## config.mk

```make
export PLATFORM = sky130hd
export DESIGN_NAME = multicycle_controller
export DESIGN_NICKNAME = d
export VERILOG_FILES = /design/src/rtl/multicycle_controller.sv
export SDC_FILE = /design/constraint.sdc
export NUM_CORES = 1
export LEC_CHECK = 0
export BUFFER_PORTS_ARGS = -buffer_cell sky130_fd_sc_hd__buf_2
export CAP_MARGIN = 40
export CORE_MARGIN = 2
export CORE_UTILIZATION = 35
export DETAILED_ROUTE_END_ITERATION = 12
export PLACE_DENSITY = 0.55
export SYNTH_ARGS = -nofsm -noshare
export SYNTH_HDL_FRONTEND = slang
export SYNTH_SLANG_ARGS = --single-unit
```

## constraint.sdc

```tcl
create_clock -name clk -period 1.9 [get_ports clk]
set_input_delay 0.38 -clock clk [delete_from_list [all_inputs] [get_ports clk]]
set_output_delay 0.38 -clock clk [all_outputs]
set_load 0.05 [all_outputs]
```

## src/rtl/multicycle_controller.sv

```systemverilog
// Sequencing FSM for the multicycle RV32I core. It drives the datapath selects, the write enables
// and ALUOp for each cycle of lw, sw, R-type, I-type, beq and jal.
module multicycle_controller (
  input  logic       clk,
  input  logic       rst_n,
  input  logic [6:0] opcode,
  input  logic       zero,
  input  logic       mem_ready,
  output logic       PCWrite,
  output logic       AdrSrc,
  output logic       MemWrite,
  output logic       IRWrite,
  output logic [1:0] ResultSrc,
  output logic [1:0] ALUSrcA,
  output logic [1:0] ALUSrcB,
  output logic [1:0] ALUOp,
  output logic       RegWrite,
  output logic [1:0] ImmSrc,
  output logic       illegal,
  output logic [3:0] state
);

  localparam logic [6:0] OP_LW  = 7'b0000011;
  localparam logic [6:0] OP_SW  = 7'b0100011;
  localparam logic [6:0] OP_R   = 7'b0110011;
  localparam logic [6:0] OP_I   = 7'b0010011;
  localparam logic [6:0] OP_JAL = 7'b1101111;
  localparam logic [6:0] OP_BEQ = 7'b1100011;

  typedef enum logic [3:0] {
    FETCH    = 4'd0,
    DECODE   = 4'd1,
    MEMADR   = 4'd2,
    MEMREAD  = 4'd3,
    MEMWB    = 4'd4,
    MEMWRITE = 4'd5,
    EXECUTER = 4'd6,
    ALUWB    = 4'd7,
    EXECUTEI = 4'd8,
    JAL      = 4'd9,
    BEQ      = 4'd10
  } state_t;

  typedef struct packed {
    logic       adr_src;
    logic       mem_write;
    logic [1:0] result_src;
    logic [1:0] alu_src_a;
    logic [1:0] alu_src_b;
    logic [1:0] alu_op;
    logic       reg_write;
    logic       branch;
    logic       jump;
  } ctrl_t;

  state_t state_q, state_next;
  ctrl_t  ctrl_q;
  logic   legal_op;

  // Moore outputs decoded for a given state; registered from the next state so they line up with state_q
  function automatic ctrl_t moore_ctrl(input state_t s);
    ctrl_t c;
    c = '0;
    case (s)
      FETCH: begin
        c.alu_src_b  = 2'b10;
        c.result_src = 2'b10;
      end
      DECODE: begin
        c.alu_src_a = 2'b01;
        c.alu_src_b = 2'b01;
      end
      MEMADR: begin
        c.alu_src_a = 2'b10;
        c.alu_src_b = 2'b01;
      end
      MEMREAD:  c.adr_src = 1'b1;
      MEMWB: begin
        c.result_src = 2'b01;
        c.reg_write  = 1'b1;
      end
      MEMWRITE: begin
        c.adr_src   = 1'b1;
        c.mem_write = 1'b1;
      end
      EXECUTER: begin
        c.alu_src_a = 2'b10;
        c.alu_op    = 2'b10;
      end
      EXECUTEI: begin
        c.alu_src_a = 2'b10;
        c.alu_src_b = 2'b01;
        c.alu_op    = 2'b10;
      end
      ALUWB:    c.reg_write = 1'b1;
      BEQ: begin
        c.alu_src_a = 2'b10;
        c.alu_op    = 2'b01;
        c.branch    = 1'b1;
      end
      JAL: begin
        c.alu_src_a = 2'b01;
        c.alu_src_b = 2'b10;
        c.jump      = 1'b1;
      end
      default: c = '0;
    endcase
    return c;
  endfunction

  always_comb begin
    legal_op = 1'b0;
    case (opcode)
      OP_LW, OP_SW, OP_R, OP_I, OP_JAL, OP_BEQ: legal_op = 1'b1;
      default: legal_op = 1'b0;
    endcase
  end

  always_comb begin
    state_next = FETCH;
    case (state_q)
      FETCH:    state_next = mem_ready ? DECODE : FETCH;
      DECODE: begin
        case (opcode)
          OP_LW, OP_SW: state_next = MEMADR;
          OP_R:         state_next = EXECUTER;
          OP_I:         state_next = EXECUTEI;
          OP_JAL:       state_next = JAL;
          OP_BEQ:       state_next = BEQ;
          default:      state_next = FETCH;
        endcase
      end
      MEMADR:   state_next = (opcode == OP_SW) ? MEMWRITE : MEMREAD;
      MEMREAD:  state_next = mem_ready ? MEMWB : MEMREAD;
      MEMWB:    state_next = FETCH;
      MEMWRITE: state_next = mem_ready ? FETCH : MEMWRITE;
      EXECUTER, EXECUTEI, JAL: state_next = ALUWB;
      ALUWB, BEQ: state_next = FETCH;
      default:  state_next = FETCH;
    endcase
  end

  always_ff @(posedge clk or negedge rst_n) begin
    if (!rst_n) begin
      state_q <= FETCH;
      ctrl_q  <= moore_ctrl(FETCH);
    end else begin
      state_q <= state_next;
      ctrl_q  <= moore_ctrl(state_next);
    end
  end

  always_comb begin
    ImmSrc = 2'b00;
    case (opcode)
      OP_SW:   ImmSrc = 2'b01;
      OP_BEQ:  ImmSrc = 2'b10;
      OP_JAL:  ImmSrc = 2'b11;
      default: ImmSrc = 2'b00;
    endcase
  end

  // Only IRWrite, PCWrite and illegal bypass the output registers: they track mem_ready, zero and opcode in the same cycle
  assign IRWrite   = (state_q == FETCH) && mem_ready;
  assign PCWrite   = IRWrite || ctrl_q.jump || (ctrl_q.branch && zero);
  assign illegal   = (state_q == DECODE) && !legal_op;
  assign AdrSrc    = ctrl_q.adr_src;
  assign MemWrite  = ctrl_q.mem_write;
  assign ResultSrc = ctrl_q.result_src;
  assign ALUSrcA   = ctrl_q.alu_src_a;
  assign ALUSrcB   = ctrl_q.alu_src_b;
  assign ALUOp     = ctrl_q.alu_op;
  assign RegWrite  = ctrl_q.reg_write;
  assign state     = state_q;

endmodule

```

==> run summary, run 1 <==
status: complete, but fails checks
failing checks: setup timing
minimum clock period: 1.92 ns
hold_sp: opcode[0]
clk root buf: clkbuf_4
Die ar.: 0.00334 mm^2
IO Port Bufs: 30
P_sw: 0.000993 W
Routed WL: 2.31 mm
Synth cell types: 39
Comb power frac: 64.7%
final slew viol count: 0
sw frac: 48.3%
Mapped Cells: 106
chip width: 57.8 um
post-synth top area cell: dfrtp_1
Clock Tree Buf Depth: 2
Power, Total: 0.00206 W
Largest delay share family, worst path: flip-flops
syn nets: 117
Seq pwr share: 26.3%
max-cap violations: 0
Rel. slew slack: 72.8%
WS Path Type: flop to output port
PwrDens: 1470 mW/mm^2
die height: 57.8 um
Largest stage delay, worst path: 0.46 ns
ANT cells: 0
CP max-delay cell: dfrtp_2
internal power: 0.00106 W
CP startpoint kind: flop
Pre-antenna DRT Iters: 4
Ports: 31
worst path bufs/invs: 2
Initial Util: 36.7%
Worst VDD drop: 0.000849 V
worst path cell trace: nor4b_4 -> inv_1 -> a311oi_4 -> buf_6
mean routed wirelength per cell: 12.7 um
initial antenna violation count: 0
Primary FF master, synth: dfrtp_1
Syn Area/Cell: 9.55 um^2
post-synthesis register bit count: 17
first-pass GRT wire length: 3.74 mm
clock sinks: 17
largest net degree at the start of global routing: 18
Vias: 933
Placement Setup Slack: 0.0351 ns
Clock Power Share: 8.9%
final hold vios: 0
Req. time, crit path: 1.52 ns
std cell rows: 19
setup ws final: -0.0191 ns
Hold WC Path Type: primary input to flop
f_max: 0.521 GHz
WP data arrival: 1.54 ns
layout cells sized above 1: 51.0%
Nets: 163
static leakage: 0.730 nW
Mapped Area: 0.00101 mm^2
total CTS buffers: 3
Post-synth EDFFs: 0
top cells by area, synth: dfrtp_1 37%, buf_4 6.7%, dfstp_2 5.2%
Routed Antenna Nets: 0
beginning of the critical path: state[1]$_DFF_PN0_
CTS H-Tree Depth: 1
clock slew seen by the registers of the worst setup and hold paths: 0.09 ns
Synth top area share: 37.1%
Placer Congestion: 0.808
GRT overflow: 0
# DRC: 0
clk_lat worst skew: 0.28 ns
final setup violation count: 1
vias per cell: 5.13
HPWL Detailed: 1.78 mm
Core Footprint: 0.00276 mm^2
Worst-Margin Slew: 0.408 ns
Yosys Warn Count: 0
sequential share of the synthesized area: 42.3%
Layout Area Growth over Synthesis: 38.2%
GRT Total Usage: 14.2%
RSZ-0062 raised after global routing: yes
reg2reg start: state[2]$_DFF_PN0_
CTS tree: done
nature of the critical path endpoint: output port
number of global-route vias before repair: 846
Layout Skew: 0.00117 ns
initial DRC count: 9
critical path fanouts, max: 4
top-count cell post-synth: dfrtp_1
Period Utilization, post-route: 101%
Synth async-reset ratio: 100%
most frequent cells after synthesis: 15 x dfrtp_1, 12 x nand2_1, 10 x nor2_1
sequential cells by signal, indices dropped and copies added (netlist names):
signal / cells
RegWrite: 1
MemWrite: 1
ALUSrcB: 2
state: 4
ALUOp: 2
ResultSrc: 2
AdrSrc: 1
ALUSrcA: 2
ctrl_q: 2
metrics by stage:
| stage | TNS, ns | utilization [%] | instances | hold WS [ns] | cell area [um^2] |
|---|---|---|---|---|---|
| finish | -0.0191 | 50.7 | 182 | 0.434 | 1400 |
| global route | -0.132 | 50.7 | 182 | 0.443 | 1400 |
| CTS | -0.0513 | 47.4 | 173 | 0.429 | 1310 |
| detailed placement | 0 | 44.6 | 165 | 0.316 | 1230 |
| global placement | 0 | 44.6 | 165 | 0.310 | 1230 |
| floorplan | -0.0833 | - | 106 | 0.0844 | 1060 |
cells in the final DEF, fill, tap and decap left out, types with 2 or more instances in the layout:
| cell | instances |
|---|---|
| a311oi_1 | 2 |
| nand3b_1 | 3 |
| buf_6 | 2 |
| buf_2 | 27 |
| nand2_1 | 12 |
| clkbuf_4 | 3 |
| and3_1 | 2 |
| a21oi_1 | 4 |
| o21ai_1 | 4 |
| buf_4 | 24 |
| or3b_1 | 3 |
| dfrtp_2 | 4 |
| dfrtp_1 | 11 |
| and2_1 | 2 |
| dfstp_2 | 2 |
| inv_1 | 7 |
| nor2_1 | 8 |
cell type report:
class / instances / area (um^2)
Fill cell: 270 / 1360
Multi-Input combinational cell: 69 / 527
Sequential cell: 17 / 433
Timing Repair Buffer: 54 / 348
Tap cell: 31 / 38.8
Clock buffer: 4 / 26.3
Inverter: 7 / 26.3
per-layer routing:
| metal | global-route usage (%) | wire, um |
|---|---|---|
| met4 | 3.99 | 14 |
| met1 | 18.7 | 990 |
| met2 | 24.0 | 1210 |
| met3 | 2.46 | 100 |
| met5 | 0 | 0 |
what timing repair did:
item,CTS,global route
setup buffers,3,9
endpoints found under the setup margin,3,5
gates resized for setup,6,5
endpoints found under the hold margin,15,0
pin swaps,1,4
hold buffers,1,0
path summary, 6_finish.rpt:
kind                                          end  slack, ns  cells past startpoint
setup / recovery                          illegal      -0.02                      4
hold / removal                 ALUOp[1]$_DFF_PN0_       0.43                      3
setup reg to reg             ALUSrcB[0]$_DFF_PN0_       0.02                      6
hold reg to reg            ResultSrc[0]$_DFF_PN0_       0.77                      3
max in group asynchronous  ResultSrc[1]$_DFF_PN1_       1.07                      2
min in group asynchronous        AdrSrc$_DFF_PN0_       0.53                      2
cell families after synthesis:
family | count (synthesis) | share of synthesized area, %
compound gates | 20 | 14.2
flops | 17 | 42.3
xor+xnor | 1 | 0.865
simple gates | 48 | 30.8
buf+inv | 20 | 11.9
power groups by stage:
| stage | combinational, W | sequential, W | clock (W) |
|---|---|---|---|
| 5_1_grt | 0.00142 | 0.000552 | 0.000205 |
| 3_3_place_gp | 0.00109 | 0.000554 | 0 |
| 2_1_floorplan | 0.000805 | 0.000669 | 0 |
| 4_1_cts | 0.00120 | 0.000544 | 0.000194 |
| 6_report | 0.00133 | 0.000541 | 0.000184 |
| 3_5_place_dp | 0.00110 | 0.000561 | 0 |
worst min-delay path, stage by stage:
cell	delay [ns]
buf_2	0.14
nand3_4	0.11
o21ai_2	0.05
Note: power is estimated with default switching activity, not from simulation.
==> inputs of run 2 (changes only) <==
Settings changed: CORE_MARGIN 2 to default, CORE_UTILIZATION 35 to 50, PLACE_DENSITY 0.55 to 0.75, REMOVE_ABC_BUFFERS from default to 1.
==> run summary, run 2 (synthesized netlist as in run 1, its figures left out) <==
status: complete, but fails checks (unchanged)
final slew viol count: 0 (unchanged)
Power, Total: 0.00202 W (was 0.00206 W)
Crit path depth: 4 (unchanged)
number of global-route vias before repair: 775 (was 846)
first-pass GRT wire length: 3.61 mm (was 3.74 mm)
Largest delay share family, worst path: flip-flops (unchanged)
vias per cell: 5.44 (was 5.13)
failing checks: setup timing (unchanged)
Die ar.: 0.00221 mm^2 (was 0.00334 mm^2)
minimum clock period: 1.98 ns (was 1.92 ns)
Reg2Reg Setup Slack: 0.03 ns (was 0.02 ns)
max-cap violations: 0 (unchanged)
ANT cells: 0 (unchanged)
largest net degree at the start of global routing: 18 (unchanged)
Vias: 924 (was 933)
Placer Congestion: 0.867 (was 0.808)
Placement Setup Slack: 0.0633 ns (was 0.0351 ns)
Routed Antenna Nets: 0 (unchanged)
nature of the critical path endpoint: output port (unchanged)
CP startpoint kind: flop (unchanged)
clk root buf: clkbuf_4 (unchanged)
WP data arrival: 1.60 ns (was 1.54 ns)
Rel. slew slack: 75.2% (was 72.8%)
total CTS buffers: 3 (unchanged)
hold_sp: opcode[0] (unchanged)
Hold WC Path Type: primary input to flop (unchanged)
final std cells w/o fill: 170 (was 182)
HPWL Detailed: 1.65 mm (was 1.78 mm)
Initial Util: 56.2% (was 36.7%)
RSZ-0062 raised after global routing: yes (unchanged)
Largest stage delay, worst path: 0.44 ns (was 0.46 ns)
Period Utilization, post-route: 104% (was 101%)
# DRC: 0 (unchanged)
Hold Path Stages: 3 (unchanged)
setup ws final: -0.0827 ns (was -0.0191 ns)
critical path fanouts, max: 2 (was 4)
Worst VDD drop: 0.00124 V (was 0.000849 V)
Worst R2R End: ALUSrcB[0]$_DFF_PN0_ (unchanged)
worst path bufs/invs: 2 (unchanged)
chip width: 47.0 um (was 57.8 um)
clock slew seen by the registers of the worst setup and hold paths: 0.10 ns (was 0.09 ns)
IO Port Bufs: 30 (unchanged)
GRT overflow: 0 (unchanged)
Req. time, crit path: 1.52 ns (about the same)
CTS H-Tree Depth: 1 (unchanged)
CP max-delay cell: dfrtp_2 (unchanged)
Worst-Margin Slew: 0.372 ns (was 0.408 ns)
Clock Tree Buf Depth: 2 (unchanged)
final setup violation count: 1 (unchanged)
layout cells sized above 1: 47.6% (was 51.0%)
final hold vios: 0 (unchanged)
WS Path Type: flop to output port (unchanged)
worst path cell trace: nor4b_4 -> inv_1 -> a311oi_2 -> buf_6 (was nor4b_4 -> inv_1 -> a311oi_4 -> buf_6)
GRT Total Usage: 24.0% (was 14.2%)
Placed Cells incl. Taps: 157 (was 165)
reg2reg start: state[3]$_DFF_PN0_ (was state[2]$_DFF_PN0_)
Worst Hold Path EP: ALUOp[1]$_DFF_PN0_ (unchanged)
initial antenna violation count: 0 (unchanged)
Pre-antenna DRT Iters: 6 (was 4)
Nets: 157 (was 163)
clk_lat worst skew: 0.29 ns (was 0.28 ns)
static leakage: 0.699 nW (was 0.730 nW)
PwrDens: 1530 mW/mm^2 (was 1470 mW/mm^2)
mean routed wirelength per cell: 14.8 um (was 12.7 um)
Ports: 31 (unchanged)
die height: 47.0 um (was 57.8 um)
worst r2r path cells: 7 (was 6)
Layout Skew: 0.00112 ns (was 0.00117 ns)
std cell rows: 15 (was 19)
commonest non-fill, non-tap cell in the layout: buf_2 (unchanged)
CTS tree: done (unchanged)
Routed WL: 2.51 mm (was 2.31 mm)
Layout Area Growth over Synthesis: 30.5% (was 38.2%)
most frequent cells in the layout: 26 x buf_2, 17 x buf_4, 12 x nand2_1, 11 x dfrtp_1, 9 x nor2_1 (was 27 x buf_2, 24 x buf_4, 12 x nand2_1, 11 x dfrtp_1, 8 x nor2_1)
number of flip-flops in the largest register: 4 (unchanged)
initial DRC count: 41 (was 9)
Core Footprint: 0.00180 mm^2 (was 0.00276 mm^2)
clock sinks: 17 (unchanged)
f_max: 0.504 GHz (was 0.521 GHz)
-- run 2: metrics by stage --
stage | cell area (um^2) | TNS, ns | util, % | hold WS [ns]
5_1_grt | 1320 | -0.250 | 73.3 | 0.393
4_1_cts | 1240 | -0.0461 | 68.8 | 0.381
2_1_floorplan | 918 | -1.51 | - | 0.0844
3_3_place_gp | 1170 | 0 | 64.8 | 0.313
3_5_place_dp | 1170 | 0 | 64.8 | 0.321
6_report | 1320 | -0.0827 | 73.3 | 0.392
-- run 2: how the worst max path moves through the flow --
stage	startpoint	to
3_3_place_gp	opcode[4]	illegal
4_1_cts	state[2]$_DFF_PN0_	illegal
2_1_floorplan	state[0]$_DFF_PN0_	illegal
5_1_grt	state[3]$_DFF_PN0_	illegal
3_5_place_dp	opcode[4]	illegal
6_report	state[3]$_DFF_PN0_	illegal
-- run 2: worst min-delay path, delay by kind of cell --
kind	cells	cell delay, ns
buf+inv	1	0.13
simple gates	1	0.08
compound gates	1	0.06
-- run 2: layout make-up --
cell class | instances | area, um^2
clock buffer | 3 | 22.5
clock inverter | 1 | 5.00
fill | 128 | 480
inverter | 7 | 26.3
multi-input combinational | 69 | 490
sequential | 17 | 433
tap | 25 | 31.3
timing repair buffer | 48 | 313
-- run 2: timing repair --
item                                    4_1_cts  5_1_grt
endpoints found under the setup margin        3        3
hold buffers                                  1        0
cloned                                        0        0
hold endpoints to repair                      6        0
setup buffers                                 2        6
gates resized for setup                       9        9
pin swaps                                     1        3
-- run 2: routing by layer --
| metal | routed length (um) | GRT usage (%) |
|---|---|---|
| met3 | 166 | 4.23 |
| met2 | 1280 | 38.1 |
| met1 | 1000 | 32.3 |
| met5 | 0 | 0 |
| met4 | 59 | 9.71 |
-- run 2: where the power goes --
part / internal, W / switching [W]
registers: 0.000469 / 0.0000595
logic: 0.000471 / 0.000830
clock network: 0.0000784 / 0.000117
==> inputs of run 3 (changes only) <==
Settings changed: CORE_UTILIZATION 50 to 40, PLACE_DENSITY 0.75 to 0.62.
==> run summary, run 3 (synthesized netlist as in run 1, its figures left out) <==
status: complete, but fails checks (unchanged)
failing checks: setup timing (unchanged)
chip width: 52.3 um (was 47.0 um)
crit-path most repeated cell: buf_4
Worst-Margin Slew: 0.366 ns (was 0.372 ns)
Layout Area Growth over Synthesis: 28.1% (was 30.5%)
first-pass GRT wire length: 3.48 mm (was 3.61 mm)
Vias: 899 (was 924)
WP data arrival: 1.56 ns (was 1.60 ns)
Largest stage delay, worst path: 0.45 ns (was 0.44 ns)
IO Port Bufs: 30 (unchanged)
Placed Cells incl. Taps: 162 (was 157)
setup ws final: -0.0416 ns (was -0.0827 ns)
CP startpoint kind: flop (unchanged)
Clock Tree Buf Depth: 2 (unchanged)
GRT overflow: 0 (unchanged)
worst path cell trace: buf_4 -> nor2_1 -> nand3_2 -> nand2_1 -> buf_4 (was nor4b_4 -> inv_1 -> a311oi_2 -> buf_6)
final setup violation count: 3 (was 1)
layout cells sized above 1: 45.5% (was 47.6%)
critical path fanouts, max: 4 (was 2)
final slew viol count: 0 (unchanged)
clk root buf: clkbuf_4 (unchanged)
Pre-antenna DRT Iters: 4 (was 6)
Die ar.: 0.00274 mm^2 (was 0.00221 mm^2)
CP max-delay cell: dfrtp_2 (unchanged)
Worst VDD drop: 0.00108 V (was 0.00124 V)
static leakage: 0.682 nW (was 0.699 nW)
Cell Area, Placed: 0.00119 mm^2 (was 0.00117 mm^2)
CTS tree: done (unchanged)
WS Path Type: flop to output port (unchanged)
clock sinks: 17 (unchanged)
# DRC: 0 (unchanged)
vias per cell: 5.26 (was 5.44)
commonest non-fill, non-tap cell in the layout: buf_2 (unchanged)
beginning of the critical path: state[2]$_DFF_PN0_ (was state[3]$_DFF_PN0_)
post-route cell area: 0.00130 mm^2 (was 0.00132 mm^2)
Period Utilization, post-route: 102% (was 104%)
reg2reg start: state[2]$_DFF_PN0_ (was state[3]$_DFF_PN0_)
Rel. slew slack: 75.4% (was 75.2%)
minimum clock period: 1.94 ns (was 1.98 ns)
GRT Total Usage: 17.8% (was 24.0%)
clock slew seen by the registers of the worst setup and hold paths: 0.09 ns (was 0.10 ns)
Routed Antenna Nets: 0 (unchanged)
most frequent cells in the layout: 27 x buf_2, 17 x buf_4, 12 x nand2_1, 11 x dfrtp_1, 10 x nor2_1 (was 26 x buf_2, 17 x buf_4, 12 x nand2_1, 11 x dfrtp_1, 9 x nor2_1)
die height: 52.3 um (was 47.0 um)
Hold WC Path Type: primary input to flop (unchanged)
Routed WL: 2.27 mm (was 2.51 mm)
std cell rows: 17 (was 15)
final hold vios: 0 (unchanged)
largest net degree at the start of global routing: 18 (unchanged)
Layout Skew: 0.000597 ns (was 0.00112 ns)
nature of the critical path endpoint: output port (unchanged)
Nets: 155 (was 157)
Core Footprint: 0.00230 mm^2 (was 0.00180 mm^2)
clk_lat worst skew: 0.29 ns (about the same)
initial antenna violation count: 0 (unchanged)
initial DRC count: 15 (was 41)
total CTS buffers: 3 (unchanged)
HPWL Detailed: 1.71 mm (was 1.65 mm)
Placer Congestion: 0.832 (was 0.867)
RSZ-0062 raised after global routing: yes (unchanged)
Req. time, crit path: 1.52 ns (about the same)
mean routed wirelength per cell: 13.3 um (was 14.8 um)
number of global-route vias before repair: 806 (was 775)
Initial Util: 44.1% (was 56.2%)
final std cells w/o fill: 171 (was 170)
hold_sp: opcode[0] (unchanged)
PwrDens: 1510 mW/mm^2 (was 1530 mW/mm^2)
f_max: 0.515 GHz (was 0.504 GHz)
final core utilization: 56.4% (was 73.3%)
ANT cells: 0 (unchanged)
max-cap violations: 0 (unchanged)
number of flip-flops in the largest register: 4 (unchanged)
setup TNS: -0.0897 ns (was -0.0827 ns)
Ports: 31 (unchanged)
Placement Setup Slack: 0.0585 ns (was 0.0633 ns)
CTS H-Tree Depth: 1 (unchanged)
run 3: layer usage:
| metal | share of wire (%) | track usage (%) |
|---|---|---|
| met1 | 41 | 21.9 |
| met2 | 52 | 29.7 |
| met3 | 4.9 | 2.61 |
| met4 | 2.1 | 9.21 |
| met5 | 0 | 0 |
run 3: final timing paths:
check                                  endpoint  slack [ns]  cells after the start
max                                     PCWrite       -0.04                      5
max reg2reg                ALUSrcB[0]$_DFF_PN0_        0.02                      6
min in group asynchronous    MemWrite$_DFF_PN0_        0.52                      2
max in group asynchronous  ALUSrcB[1]$_DFF_PN1_        1.07                      2
min reg2reg                    AdrSrc$_DFF_PN0_        0.75                      3
min                          ALUOp[1]$_DFF_PN0_        0.41                      3
run 3: metrics by stage:
step	hold slack [ns]	total power [W]
floorplan	0.0844	0.00132
detailed placement	0.323	0.00162
finish	0.409	0.00195
global route	0.394	0.00207
global placement	0.314	0.00161
CTS	0.404	0.00190
run 3: final cells by class:
type / count / area (um^2)
sequential: 17 / 433
inverter: 7 / 26.3
clock buffer: 4 / 26.3
fill: 213 / 1000
tap: 28 / 35.0
multi-input combinational: 69 / 492
timing repair buffer: 46 / 284
run 3: where the power goes:
part | internal [W] | leakage [nW] | switching [W]
Combinational | 0.000426 | 0.447 | 0.000792
Clock | 0.0000819 | 0.0150 | 0.000112
Sequential | 0.000468 | 0.219 | 0.0000721
Total | 0.000976 | 0.682 | 0.000976
run 3: repair_timing:
| action | in CTS | in global routing |
|---|---|---|
| endpoints found under the hold margin | 15 | 0 |
| cloned | 0 | 0 |
| endpoints found under the setup margin | 3 | 6 |
| setup buffers | 2 | 2 |
| pin swaps | 3 | 1 |
| resized for setup | 10 | 2 |
| hold buffers | 1 | 0 |
run 3: critical path: cells and delay by family, from the launching register on:
family        cells  cell delay (ns)
simple gates      3             0.48
buf+inv           2             0.34
flops             1             0.45
